==> src/rtl/serial_pkg.sv <==
// Shared definitions for the pulse-width serial line (receiver and transmitter).
package serial_pkg;

    typedef enum logic [2:0] {
        ST_IDLE  = 3'd0,
        ST_START = 3'd1,
        ST_GAP   = 3'd2,
        ST_BIT   = 3'd3,
        ST_DONE  = 3'd4
    } state_t;

    localparam logic [1:0] ERR_NONE    = 2'd0;
    localparam logic [1:0] ERR_TIMEOUT = 2'd1;
    localparam logic [1:0] ERR_LONGBIT = 2'd2;
    localparam logic [1:0] ERR_OVERRUN = 2'd3;

endpackage

==> src/rtl/serial_sync_edge.sv <==
// Synchronizes the serial line into clk and flags active-level edges.
// `pol` is the idle level; act/rise/fall are expressed relative to it.
module serial_sync_edge #(
    parameter int SYNC_STAGES = 2
) (
    input  logic clk,
    input  logic rst,
    input  logic y,
    input  logic pol,
    output logic act,
    output logic rise,
    output logic fall
);

    logic [SYNC_STAGES-1:0] sync_q;
    logic [SYNC_STAGES-1:0] sync_d;
    logic                   prev_q;
    logic                   prev_d;
    logic                   line_s;

    always_comb begin
        sync_d = {sync_q[SYNC_STAGES-2:0], y};
        prev_d = sync_q[SYNC_STAGES-1];
    end

    // Previous level is kept raw so a polarity update never fakes an edge.
    always_ff @(posedge clk or posedge rst) begin
        if (rst) begin
            sync_q <= {SYNC_STAGES{1'b1}};
            prev_q <= 1'b1;
        end else begin
            sync_q <= sync_d;
            prev_q <= prev_d;
        end
    end

    assign line_s = sync_q[SYNC_STAGES-1];
    assign act    = line_s ^ pol;
    assign rise   = (line_s != prev_q) & act;
    assign fall   = (line_s != prev_q) & ~act;

endmodule

==> src/rtl/serial_rx.sv <==
// Pulse-width serial receiver: start marker, width-coded bits, valid/ack handoff.
// Bits arrive MSB-first and are committed right-aligned in `data`.
module serial_rx
    import serial_pkg::*;
#(
    parameter int SYNC_STAGES = 2,
    parameter int DATA_W      = 256,
    parameter int CNT_W       = 32
) (
    input  logic              clk,
    input  logic              rst,
    input  logic              y,
    input  logic              y0,
    input  logic [7:0]        nbits,
    input  logic [CNT_W-1:0]  th_start,
    input  logic [CNT_W-1:0]  th_one,
    input  logic [CNT_W-1:0]  gap_max,
    input  logic              ack,
    output logic [DATA_W-1:0] data,
    output logic              valid,
    output logic              err,
    output logic [1:0]        err_code
);

    localparam int BC_W = $clog2(DATA_W + 1);

    state_t              state_q, state_d;
    logic [CNT_W-1:0]    w_q, w_d;
    logic [CNT_W-1:0]    g_q, g_d;
    logic [BC_W-1:0]     bc_q, bc_d;
    logic [DATA_W-1:0]   sh_q, sh_d;
    logic [DATA_W-1:0]   data_q, data_d;
    logic                valid_q, valid_d;
    logic                err_q, err_d;
    logic [1:0]          code_q, code_d;
    logic                y0_q, y0_d;

    logic                pol_s, act_s, rise_s, fall_s;
    logic [CNT_W-1:0]    ths_s;
    logic [CNT_W-1:0]    g_inc_s;
    logic [BC_W-1:0]     nb_eff_s;
    logic [BC_W-1:0]     bc_inc_s;

    function automatic logic [CNT_W-1:0] sat_inc(input logic [CNT_W-1:0] v);
        return (&v) ? v : v + CNT_W'(1);
    endfunction

    // The frame polarity is frozen once the start marker is seen.
    assign pol_s = (state_q == ST_IDLE) ? y0 : y0_q;

    serial_sync_edge #(.SYNC_STAGES(SYNC_STAGES)) u_sync (
        .clk  (clk),
        .rst  (rst),
        .y    (y),
        .pol  (pol_s),
        .act  (act_s),
        .rise (rise_s),
        .fall (fall_s)
    );

    assign ths_s    = (th_start == {CNT_W{1'b0}}) ? CNT_W'(1) : th_start;
    assign g_inc_s  = sat_inc(g_q);
    assign bc_inc_s = bc_q + BC_W'(1);
    assign nb_eff_s = (int'(nbits) > DATA_W) ? BC_W'(DATA_W) : BC_W'(nbits);

    // Next-state logic for the frame FSM, counters and host handshake.
    always_comb begin
        state_d = state_q;
        w_d     = w_q;
        g_d     = g_q;
        bc_d    = bc_q;
        sh_d    = sh_q;
        data_d  = data_q;
        valid_d = valid_q;
        err_d   = 1'b0;
        code_d  = code_q;
        y0_d    = y0_q;

        if (valid_q && ack) begin
            valid_d = 1'b0;
        end else begin
            valid_d = valid_q;
        end

        case (state_q)
            ST_IDLE: begin
                y0_d = y0;
                if (rise_s) begin
                    state_d = ST_START;
                    w_d     = CNT_W'(1);
                end else begin
                    state_d = ST_IDLE;
                end
            end
            ST_START: begin
                if (fall_s) begin
                    if (w_q >= ths_s) begin
                        state_d = (nb_eff_s == {BC_W{1'b0}}) ? ST_DONE : ST_GAP;
                        g_d     = CNT_W'(1);
                        bc_d    = {BC_W{1'b0}};
                        sh_d    = {DATA_W{1'b0}};
                    end else begin
                        state_d = ST_IDLE;
                    end
                end else if (act_s) begin
                    w_d = sat_inc(w_q);
                end else begin
                    w_d = w_q;
                end
            end
            ST_GAP: begin
                if (rise_s) begin
                    state_d = ST_BIT;
                    w_d     = CNT_W'(1);
                end else if (g_inc_s > gap_max) begin
                    state_d = ST_IDLE;
                    err_d   = 1'b1;
                    code_d  = ERR_TIMEOUT;
                end else begin
                    g_d = g_inc_s;
                end
            end
            ST_BIT: begin
                if (fall_s) begin
                    g_d = CNT_W'(1);
                    if (w_q >= ths_s) begin
                        // An overlong pulse restarts the frame as a fresh marker.
                        state_d = ST_GAP;
                        err_d   = 1'b1;
                        code_d  = ERR_LONGBIT;
                        bc_d    = {BC_W{1'b0}};
                        sh_d    = {DATA_W{1'b0}};
                    end else begin
                        sh_d    = {sh_q[DATA_W-2:0], (w_q >= th_one)};
                        bc_d    = bc_inc_s;
                        state_d = (bc_inc_s == nb_eff_s) ? ST_DONE : ST_GAP;
                    end
                end else if (act_s) begin
                    w_d = sat_inc(w_q);
                end else begin
                    w_d = w_q;
                end
            end
            ST_DONE: begin
                state_d = ST_IDLE;
                if (valid_q && !ack) begin
                    err_d  = 1'b1;
                    code_d = ERR_OVERRUN;
                end else begin
                    data_d  = sh_q;
                    valid_d = 1'b1;
                end
            end
            default: begin
                state_d = ST_IDLE;
            end
        endcase
    end

    // State and output registers.
    always_ff @(posedge clk or posedge rst) begin
        if (rst) begin
            state_q <= ST_IDLE;
            w_q     <= {CNT_W{1'b0}};
            g_q     <= {CNT_W{1'b0}};
            bc_q    <= {BC_W{1'b0}};
            sh_q    <= {DATA_W{1'b0}};
            data_q  <= {DATA_W{1'b0}};
            valid_q <= 1'b0;
            err_q   <= 1'b0;
            code_q  <= ERR_NONE;
            y0_q    <= 1'b1;
        end else begin
            state_q <= state_d;
            w_q     <= w_d;
            g_q     <= g_d;
            bc_q    <= bc_d;
            sh_q    <= sh_d;
            data_q  <= data_d;
            valid_q <= valid_d;
            err_q   <= err_d;
            code_q  <= code_d;
            y0_q    <= y0_d;
        end
    end

    assign data     = data_q;
    assign valid    = valid_q;
    assign err      = err_q;
    assign err_code = code_q;

endmodule

==> config.mk <==
export PLATFORM = sky130hd
export DESIGN_NAME = serial_rx
export DESIGN_NICKNAME = d
export VERILOG_FILES = /design/src/rtl/serial_pkg.sv /design/src/rtl/serial_sync_edge.sv /design/src/rtl/serial_rx.sv
export SDC_FILE = /design/constraint.sdc
export NUM_CORES = 1
export LEC_CHECK = 0
export CAP_MARGIN = 20
export CORE_MARGIN = 4
export CORE_UTILIZATION = 40
export DETAILED_ROUTE_END_ITERATION = 12
export GPL_TIMING_DRIVEN = 0
export SKIP_LAST_GASP = 1
export SLEW_MARGIN = 10
export SYNTH_ARGS = -nofsm -noshare
export SYNTH_HDL_FRONTEND = slang
export SYNTH_SLANG_ARGS = --single-unit
==> constraint.sdc <==
create_clock -name clk -period 39 [get_ports clk]
set_clock_uncertainty 0.15 [all_clocks]
set_input_delay 3.9 -clock clk [delete_from_list [all_inputs] [get_ports clk]]
set_output_delay 3.9 -clock clk [all_outputs]
set_load 0.03 [all_outputs]
==> results.ini, run 1 <==
[detailed_routing]
ant_nets=0
drc_errors=0
wirelength_microns=65570
dr_total_vias=17880
vias_per_cell=5.324
drt_iter0_markers=1112
wire_per_inst_microns=19.52
first_pass_iters=5

[final_layout]
drive_gt1_frac=0.1685
area_growth_pct=27.55
final_nets=2667

[yosys]
syn-num-nets=2226
synth_area_leaders=dfrtp_1 (57%), mux2_2 (11%), a22o_1 (8.8%)
async_flop_share=1.000
synth-edff-count=0
synth_top_area_cell=dfrtp_1
netlist_area_sq_um=25850
ys_types=67
synth_seq_area_share=0.5772
ys_ff_latch=596
synth_top_area_share=0.5731
ys_warn_count=0
ys.flop_type=dfrtp_1
syn_avg_cell_area_sq_um=12.81
syn_inst=2018

[worst_setup_path]
required_ps=39370
critPathKind=primary input to register
worstSetupEndpointType=register
arrival_ps=7970
slowest_stage=o31ai_1
path_cells=clkdlybuf4s50_1 -> nor4_1 -> nand4_1 -> o21bai_1 -> ha_1 -> nor2_1 -> a21oi_1 -> o31ai_1 -> a21oi_2 -> o31ai_1 -> clkbuf_1 -> clkbuf_1 -> a22o_1
cpPeakStageDelay_ps=620
critPathMaxFanout=10
startpoint_type=primary input

[clock_tree]
clockBufferDepth=3
postCtsResizedCells=0
clock_latency_ps=590
cts_tree=built
clockRootBuffer=clkbuf_16
cts_sinks=596
post_cts_buffers=0
cts_hold_buf=0
htree_levels=3
clk_pin_slew_ps=60
cts_made_buffers=66

[timing]
max_freq_ghz=0.1317
rsz0062_at_grt=no
tns_ps=0
slew_viol_final=0
report.final.setup_viol=0
tightest_slew_ps=1086
finalCriticalPeriod_ps=7595
fin_crit_sh=0.1947
hold_violations=0
slew_headroom=0.2749

[placed_design]
place_congestion=0.8594
io_buffers=368
place_hpwl_microns=47570

[global_route]
gr-usage-all-layers=0.1876
grt_pass1_wl_microns=105300
grt_max_degree=124
grt_remaining_overflow=0
antenna_found_initial=2
grt_pass1_vias=18430

[power]
ir_drop_v=0.00002779
p_total_mw=1.363
p_leak_nw=16.04
power.density_nw_per_um2=41.33

[floorplanning]
die_y_microns=262.2
start_util=0.4068
rows=92
dieArea_sq_um=68760
core_sq_um=63540
die_w_microns=262.2
io_pins=369

[outcome]
status=finished clean

[hold_path]
hp-class=register to register

[run]
maxCapViolations=0

## final cells by class
cell class / instances / area [sq um]
flip-flops and latches: 596 / 14920
repair buffers: 373 / 3821
clock inverters: 31 / 377.9
multi-input cells: 1200 / 10030
well taps: 846 / 1059
inverters: 110 / 420.4
diodes: 2 / 5.005
clock buffers: 89 / 1851
plain buffers: 112 / 490.5
fillers: 5501 / 30570
## logic make-up (layout without fill, tap and decap cells)
family	Yosys count	after routing	synth area share
xor+xnor	71	71	0.02517
mux	262	262	0.1140
simple gates	345	345	0.06868
buf+inv	222	715	0.03495
flops	596	596	0.5772
other cells	0	2	0
compound gates	423	423	0.1321
fa+ha+maj	99	99	0.04792
## where the power goes
group          leakage, nW  internal (mW)  total, mW  switching [mW]
Combinational         6.65         0.0359     0.0922          0.0563
Clock                 1.11          0.383      0.636           0.253
Sequential            8.29          0.626      0.635         0.00866
## synthesized netlist by cell type (all sizes together), types with 21 or more instances
cell and number:
dfrtp 592, mux2 257, nor2 53, clkbuf 64
nor4 22, nand2 86, xor2 34, inv 110
a21oi 42, ha 99, a22o 259, nor3 29
nand4 38, buf 48, and3 21, o22a 26
xnor2 35, nand3 51, o21ai 33
## critical path: cells and delay by family
kind	cells	cell delay (ps)
buffers and inverters	3	1480
adder cells (fa/ha/maj)	1	260
AND/OR/NAND/NOR	3	760
AO/OA/AOI/OAI	6	1560
## metal layers
metal  vias to the layer above  GRT usage  share of wire
li1                       8292          -              -
met1                      9099     0.2547           0.45
met2                       384     0.2985           0.46
met3                       109    0.04882          0.056
met4                         0    0.05541          0.028
met5                         -          0              0
## state kept, by name, indices dropped and copies added (netlist names), 2 cells and up
register / flops
u_sync.sync_q: 2
state_q: 3
bc_q: 9
w_q: 32
err_code: 2
data: 256
sh_q: 256
g_q: 32
## layout by cell type (no fill, tap or decap), types with 51 or more instances in the layout
cell,Yosys,routed
ha_1,99,99
clkdlybuf4s50_1,0,368
nand3_1,51,51
nor2_1,53,53
inv_1,110,109
clkbuf_16,0,68
mux2_2,257,257
dfrtp_1,592,592
a22o_1,259,259
clkbuf_1,64,78
nand2_1,86,86
## path summary, 6_finish.rpt
check	from	endpoint	slack, ps	depth (start not counted)
setup / recovery	th_start[25]	sh_q[173]	31410	13
hold / removal	u_sync.sync_q[0]	u_sync.sync_q[1]	220	0
setup reg to reg	g_q[0]	g_q[6]	33570	14
hold reg to reg	u_sync.sync_q[0]	u_sync.sync_q[1]	220	0
max in group asynchronous	rst	data[63]	33730	4
min in group asynchronous	rst	data[26]	3580	2
## through the flow
stage / hold WS [ps] / instances / area, sq um / setup slack [ps] / utilization
after global routing: 223.1 / 3359 / 32970 / 31120 / 0.5189
final: 224.3 / 3359 / 32970 / 31410 / 0.5189
after CTS: 225.9 / 3357 / 32970 / 31280 / 0.5188
after floorplan: 195.2 / 2018 / 25850 / 18280 / -
after detailed placement: 216.2 / 3237 / 30740 / 30650 / 0.4837
after global placement: 211.2 / 3232 / 30590 / 11860 / 0.4815
Power figures use the tool's default switching activity.
==> inputs of run 2 (changes only) <==
==> constraint.sdc (replaced) <==
create_clock -name clk -period 6.76 [get_ports clk]
set_clock_uncertainty 0.15 [all_clocks]
set_input_delay 0.676 -clock clk [delete_from_list [all_inputs] [get_ports clk]]
set_output_delay 0.676 -clock clk [all_outputs]
set_load 0.03 [all_outputs]
==> run 2 against run 1 <==
Compared with the run above:
- worst hold slack got worse by 7.3 ps
- non-clock buffer count rose by 13
- first-iteration DRC count is 12% lower
- clock power rose to 5.7 times the previous value
- sequential power grew to 5.8 times the previous value
- register-to-register slack worse by 32000 ps
- worst setup slack worse by 30000 ps
- die area is the same
- wire length increased by 0.27%
- flip-flop and latch count did not move
- largest power group is now registers
==> results.ini, run 2 (synthesis gave the netlist of run 1 again) <==
[outcome]
status=finished clean

[power]
combPwrFrac=0.071  ; +0.003
seqPwrFrac=0.467  ; about the same
p_leak_nw=16.10  ; +0.36%
internal_power_mw=6.014  ; +480%
pwr-share-clk=0.462  ; -0.005
netSwitchingFraction=0.2324  ; -0.0007956
p_sw_mw=1.821  ; +470%
power.density_nw_per_um2=236.6  ; +470%
ir_drop_v=0.0002006  ; +620%

[final_layout]
register_area_sq_um=14920  ; unchanged
final_common_cell=dfrtp_1
final_cell_mix=dfrtp_1 (592), clkdlybuf4s50_1 (368), a22o_1 (259)
fill_cells=5487  ; -0.25%
drive_gt1_frac=0.1714  ; +0.002981
area_growth_pct=28.14
multi_input_area_sq_um=10030  ; unchanged
final_nets=2675  ; +0.30%

[timing]
hold_ws_ps=217.1  ; -7.259 ps
max_freq_ghz=0.1854
slew_viol_final=0  ; unchanged
finalCriticalPeriod_ps=5394
setup_ws_ps=1366  ; -30040 ps
tightest_slew_ps=884.7  ; -200.8 ps
tns_ps=0  ; unchanged
slew_headroom=0.4058  ; +0.1308
fin_crit_sh=0.7979
rsz0062_at_grt=no
hold_violations=0  ; unchanged
report.final.setup_viol=0  ; unchanged

[detailed_routing]
drc_errors=0  ; unchanged
wirelength_microns=65750  ; +0.27%
routed.top_layer=met4
dr_total_vias=17860  ; -0.13%
first_pass_iters=5  ; unchanged
met1_length_microns=29510  ; -0.33%
dr_wl_met2_microns=29930  ; -1.7%
drt_iter0_markers=982  ; -12%
ant_nets=0  ; unchanged
wl_met3_microns=3922  ; +6.1%
wire_per_inst_microns=19.56  ; +0.18%
vias_per_cell=5.313  ; -0.22%

[clock_tree]
post_cts_buffers=0  ; unchanged
clockBufferDepth=3  ; unchanged
clockRootBuffer=clkbuf_16
cts_sinks=596  ; unchanged
cts_made_buffers=61  ; -7.6%
clk_pin_slew_ps=60  ; about the same
cts_tree=built
cts_hold_buf=0  ; unchanged
postCtsResizedCells=0  ; unchanged
htree_levels=2  ; -1
clock_latency_ps=620  ; +30 ps

[worst_setup_path]
worstSetupEndpointType=register
startpoint_type=register
required_ps=7110  ; -32260 ps
arrival_ps=5750  ; -2220 ps
critPathKind=register to register
critPathMaxFanout=10  ; unchanged

[placed_design]
io_buffers=368  ; unchanged
place_hpwl_microns=48510  ; +2.0%
post-place-ws_ps=1497  ; -29150 ps
place_congestion=0.8556  ; -0.44%

[global_route]
grt_pass1_wl_microns=105900  ; +0.52%
grt_remaining_overflow=0  ; unchanged
grt_max_degree=42  ; -66%
antenna_found_initial=2  ; unchanged
gr-usage-all-layers=0.1877  ; about the same
grt_pass1_vias=18670  ; +1.3%

[floorplanning]
core_sq_um=63540  ; unchanged
dieArea_sq_um=68760  ; unchanged
io_pins=369  ; unchanged
die_w_microns=262.2  ; unchanged
die_y_microns=262.2  ; unchanged
rows=92  ; unchanged
start_util=0.4068  ; unchanged

[run]
maxCapViolations=0  ; unchanged

[hold_path]
hp-class=register to register

[run 2: cell types whose count changed in the layout (fill, tap and decap cells not counted)]
cell,previous run,this run
buf_12,0,16
clkbuf_16,68,61
clkbuf_8,7,13
clkinv_2,16,10
clkbuf_1,78,73
inv_6,5,0
buf_16,5,1
bufinv_16,7,10
clkinvlp_4,1,4
clkinv_4,0,2
buf_2,32,33
clkinv_8,1,0
inv_16,1,2
inv_8,1,0
[run 2: path summary, 6_finish.rpt]
kind	startpoint	slack, ps	depth (start not counted)	to
setup reg to reg	g_q[0]	1370	14	g_q[2]
min in group asynchronous	rst	260	2	data[27]
setup / recovery	g_q[0]	1370	14	g_q[2]
max in group asynchronous	rst	4860	6	data[225]
hold / removal	u_sync.sync_q[0]	220	0	u_sync.sync_q[1]
hold reg to reg	u_sync.sync_q[0]	220	0	u_sync.sync_q[1]
[run 2: metal layers]
metal  up-vias  global-route usage
met5         -                   0
met4         0             0.06883
met3       122             0.04648
met2       393              0.2937
met1      9048              0.2550
li1       8298                   -
[run 2: power groups by stage]
stage	clock [mW]	sequential (mW)	combinational, mW
final	3.62	3.66	0.553
after global placement	0	3.73	0.507
after floorplan	0	3.72	0.338
after CTS	3.72	3.66	0.560
after detailed placement	0	3.73	0.555
after global routing	3.87	3.67	0.630
[run 2: metrics by stage]
stage	power (mW)	cell area, sq um	utilization	instances
floorplan	4.056	25850	-	2018
global placement	4.238	30600	0.4815	3232
detailed placement	4.281	30940	0.4870	3249
CTS	7.938	33110	0.5211	3359
global route	8.162	33120	0.5213	3362
finish	7.835	33120	0.5213	3362
[run 2: critical path, stage by stage, from the launching register on]
cell      delay, ps
dfrtp_1         430
ha_1            210
nand3_1         160
nor4_1          760
nand3_1         370
nor3_1          410
xor2_1          150
ha_1            320
nand4_1         150
nor4_1          670
o31a_1          320
o2111a_1        290
clkbuf_1        510
nor4_1          100
a211o_1         290
[run 2: layout make-up]
cell class | count | area share
Sequential cell | 596 | 0.4504
Tap cell | 846 | 0.03196
Timing Repair Buffer | 386 | 0.1219
Clock buffer | 83 | 0.05251
Antenna cell | 2 | 0.0001511
Multi-Input combinational cell | 1200 | 0.3027
Inverter | 110 | 0.01258
Clock inverter | 27 | 0.01299
Buffer | 112 | 0.01481
==> inputs of run 3 (changes only) <==
==> constraint.sdc (replaced) <==
create_clock -name clk -period 4.54 [get_ports clk]
set_clock_uncertainty 0.15 [all_clocks]
set_input_delay 0.454 -clock clk [delete_from_list [all_inputs] [get_ports clk]]
set_output_delay 0.454 -clock clk [all_outputs]
set_load 0.03 [all_outputs]
==> run 3 against run 2 <==
Compared with the run above:
- sequential share of layout area down 0.26 points
- sequential power increased by 49%
- critical path depth increased by 2
- register-to-register slack lost 1200 ps
- utilization increased by 0.30 points
- non-clock buffer count up 5
- worst hold slack worse by 120 ps
- global-route usage up 0.055 points
- worst setup slack got worse by 1200 ps
- largest power group unchanged
==> results.ini, run 3 (synthesis gave the netlist of run 1 again) <==
[timing]
fin_crit_sh=0.9620  ; +0.1641
setup_ws_ps=172.4  ; -1194 ps
hold_violations=0  ; unchanged
hold_ws_ps=98.85  ; -118.2 ps
slew_viol_final=0  ; unchanged
finalCriticalPeriod_ps=4368  ; -1026 ps
tightest_slew_ps=881.9  ; -2.838 ps
rsz0062_at_grt=no
slew_headroom=0.4077  ; +0.001906
report.final.setup_viol=0  ; unchanged
max_freq_ghz=0.2290  ; +23%

[floorplanning]
rows=92  ; unchanged
dieArea_sq_um=68760  ; unchanged
die_y_microns=262.2  ; unchanged
core_sq_um=63540  ; unchanged
io_pins=369  ; unchanged
die_w_microns=262.2  ; unchanged
start_util=0.4068  ; unchanged

[global_route]
busiest_layer=met2
grt_remaining_overflow=0  ; unchanged
grt_util_met2=0.2956  ; +0.001835
grt_max_degree=42  ; unchanged
grt_use_met3=0.04545  ; -0.001031
grt_pass1_wl_microns=106200  ; +0.31%
grt_pass1_vias=18720  ; +0.26%
gr-usage-all-layers=0.1882  ; +0.0005452
antenna_found_initial=2  ; unchanged
grtUsageMet1=0.2567  ; +0.001655

[clock_tree]
cts_made_buffers=61  ; unchanged
clock_latency_ps=620  ; about the same
cts_tree=built
cts_sinks=596  ; unchanged
htree_levels=2  ; unchanged
clk_pin_slew_ps=60  ; about the same
clockRootBuffer=clkbuf_16
clockBufferDepth=3  ; unchanged

[hold_path]
hp-class=primary input to register
hold_end=u_sync.sync_q[0]
min-delay-start=y
min_path_cells=1  ; +1

[worst_setup_path]
critPathKind=register to register
worstSetupEndpointType=register
required_ps=4890  ; -2220 ps
critPathMaxFanout=10  ; unchanged
r2r_slack_ps=170  ; -1190 ps
arrival_ps=4720  ; -1030 ps
r2r_end=g_q[2]
startpoint_type=register
reg2reg_depth=16  ; +2
reg2reg_from=g_q[0]

[placed_design]
place_hpwl_microns=48510  ; unchanged
placed_cell_area_sq_um=30940  ; unchanged
post-place-ws_ps=-722.6  ; -2220 ps
place_congestion=0.8556  ; unchanged
placedCellCount=3249  ; unchanged
io_buffers=368  ; unchanged

[detailed_routing]
vias_per_cell=5.330  ; +0.33%
ant_nets=0  ; unchanged
wire_per_inst_microns=19.59  ; +0.15%
dr_total_vias=17960  ; +0.54%
drt_iter0_markers=924  ; -5.9%
drc_errors=0  ; unchanged
wirelength_microns=65980  ; +0.36%
first_pass_iters=5  ; unchanged

[final_layout]
drive_gt1_frac=0.1810  ; +0.009512
fill_cells=5471  ; -0.29%
instances_no_fill=3369  ; +0.21%
area_growth_pct=28.88
final_common_cell=dfrtp_1
final_cell_mix=dfrtp_1 (592), clkdlybuf4s50_1 (368), a22o_1 (259)
final_nets=2681  ; +0.22%
final_area_sq_um=33310  ; +0.58%

[power]
netSwitchingFraction=0.2325  ; about the same
internal_power_mw=8.966  ; +49%
seqPwrFrac=0.467  ; about the same
combPwrFrac=0.072  ; about the same
p_sw_mw=2.716  ; +49%
ir_drop_v=0.0002986  ; +49%
p_total_mw=11.68  ; +49%
p_leak_nw=16.19  ; +0.59%
pwr-share-clk=0.461  ; about the same
power.density_nw_per_um2=350.6  ; +48%

[run]
maxCapViolations=0  ; unchanged

[outcome]
status=finished clean

run 3: routing by layer:
| layer | part of all wire | up-vias |
|---|---|---|
| met5 | 0 | - |
| met4 | 0.033 | 0 |
| li1 | - | 8317 |
| met1 | 0.45 | 9110 |
| met3 | 0.058 | 113 |
| met2 | 0.46 | 418 |
run 3: what timing repair did:
item	CTS	global route
buffers inserted	5	1
pin swaps	4	5
endpoints found under the hold margin	1	0
gates cloned	1	0
gates resized for setup	17	22
hold buffers	1	0
setup endpoints to repair	36	34
run 3: how the worst max path moves through the flow:
stage	from	end	cells past startpoint
2_1_floorplan	rst	bc_q[0]	1
3_3_place_gp	rst	g_q[25]	2
3_5_place_dp	g_q[0]	state_q[1]	14
4_1_cts	g_q[4]	g_q[2]	17
5_1_grt	g_q[15]	g_q[2]	14
6_report	g_q[0]	g_q[2]	16
run 3: area by class of cell:
type,count,area [sq um],area share
Sequential cell,596,14920,0.4478
Multi-Input combinational cell,1201,10140,0.3044
Timing Repair Buffer,393,4091,0.1228
Clock buffer,83,1739,0.05220
Tap cell,846,1059,0.03177
Buffer,110,510.5,0.01532
Clock inverter,27,430.4,0.01292
Inverter,110,416.7,0.01251
Antenna cell,3,7.507,0.0002253
run 3: power groups by stage:
stage               logic [mW]  registers (mW)  clock network [mW]
floorplan                0.504            5.53                   0
global placement         0.755            5.56                   0
detailed placement       0.827            5.55                   0
CTS                      0.837            5.45                5.54
global route             0.952            5.46                5.76
finish                   0.839            5.45                5.39
run 3: critical path, stage by stage, from the launching register on:
cell and delay, ps:
dfrtp_1 430, ha_1 260, nand3_2 170, nor4_4 50, buf_4 160, a31oi_4 290, nand3_1 180, xnor2_1 240
ha_1 300, nand4_1 160, nor2_1 60, a221o_1 330, o31a_1 290, o2111a_2 300, a221o_1 370, buf_6 190
a211o_1 290
run 3: through the flow:
step	utilization	setup TNS, ps
final	0.5243	0
after global routing	0.5243	0
after CTS	0.5233	0
after detailed placement	0.4870	-71830
after global placement	0.4815	-4570170
after floorplan	-	-2486910
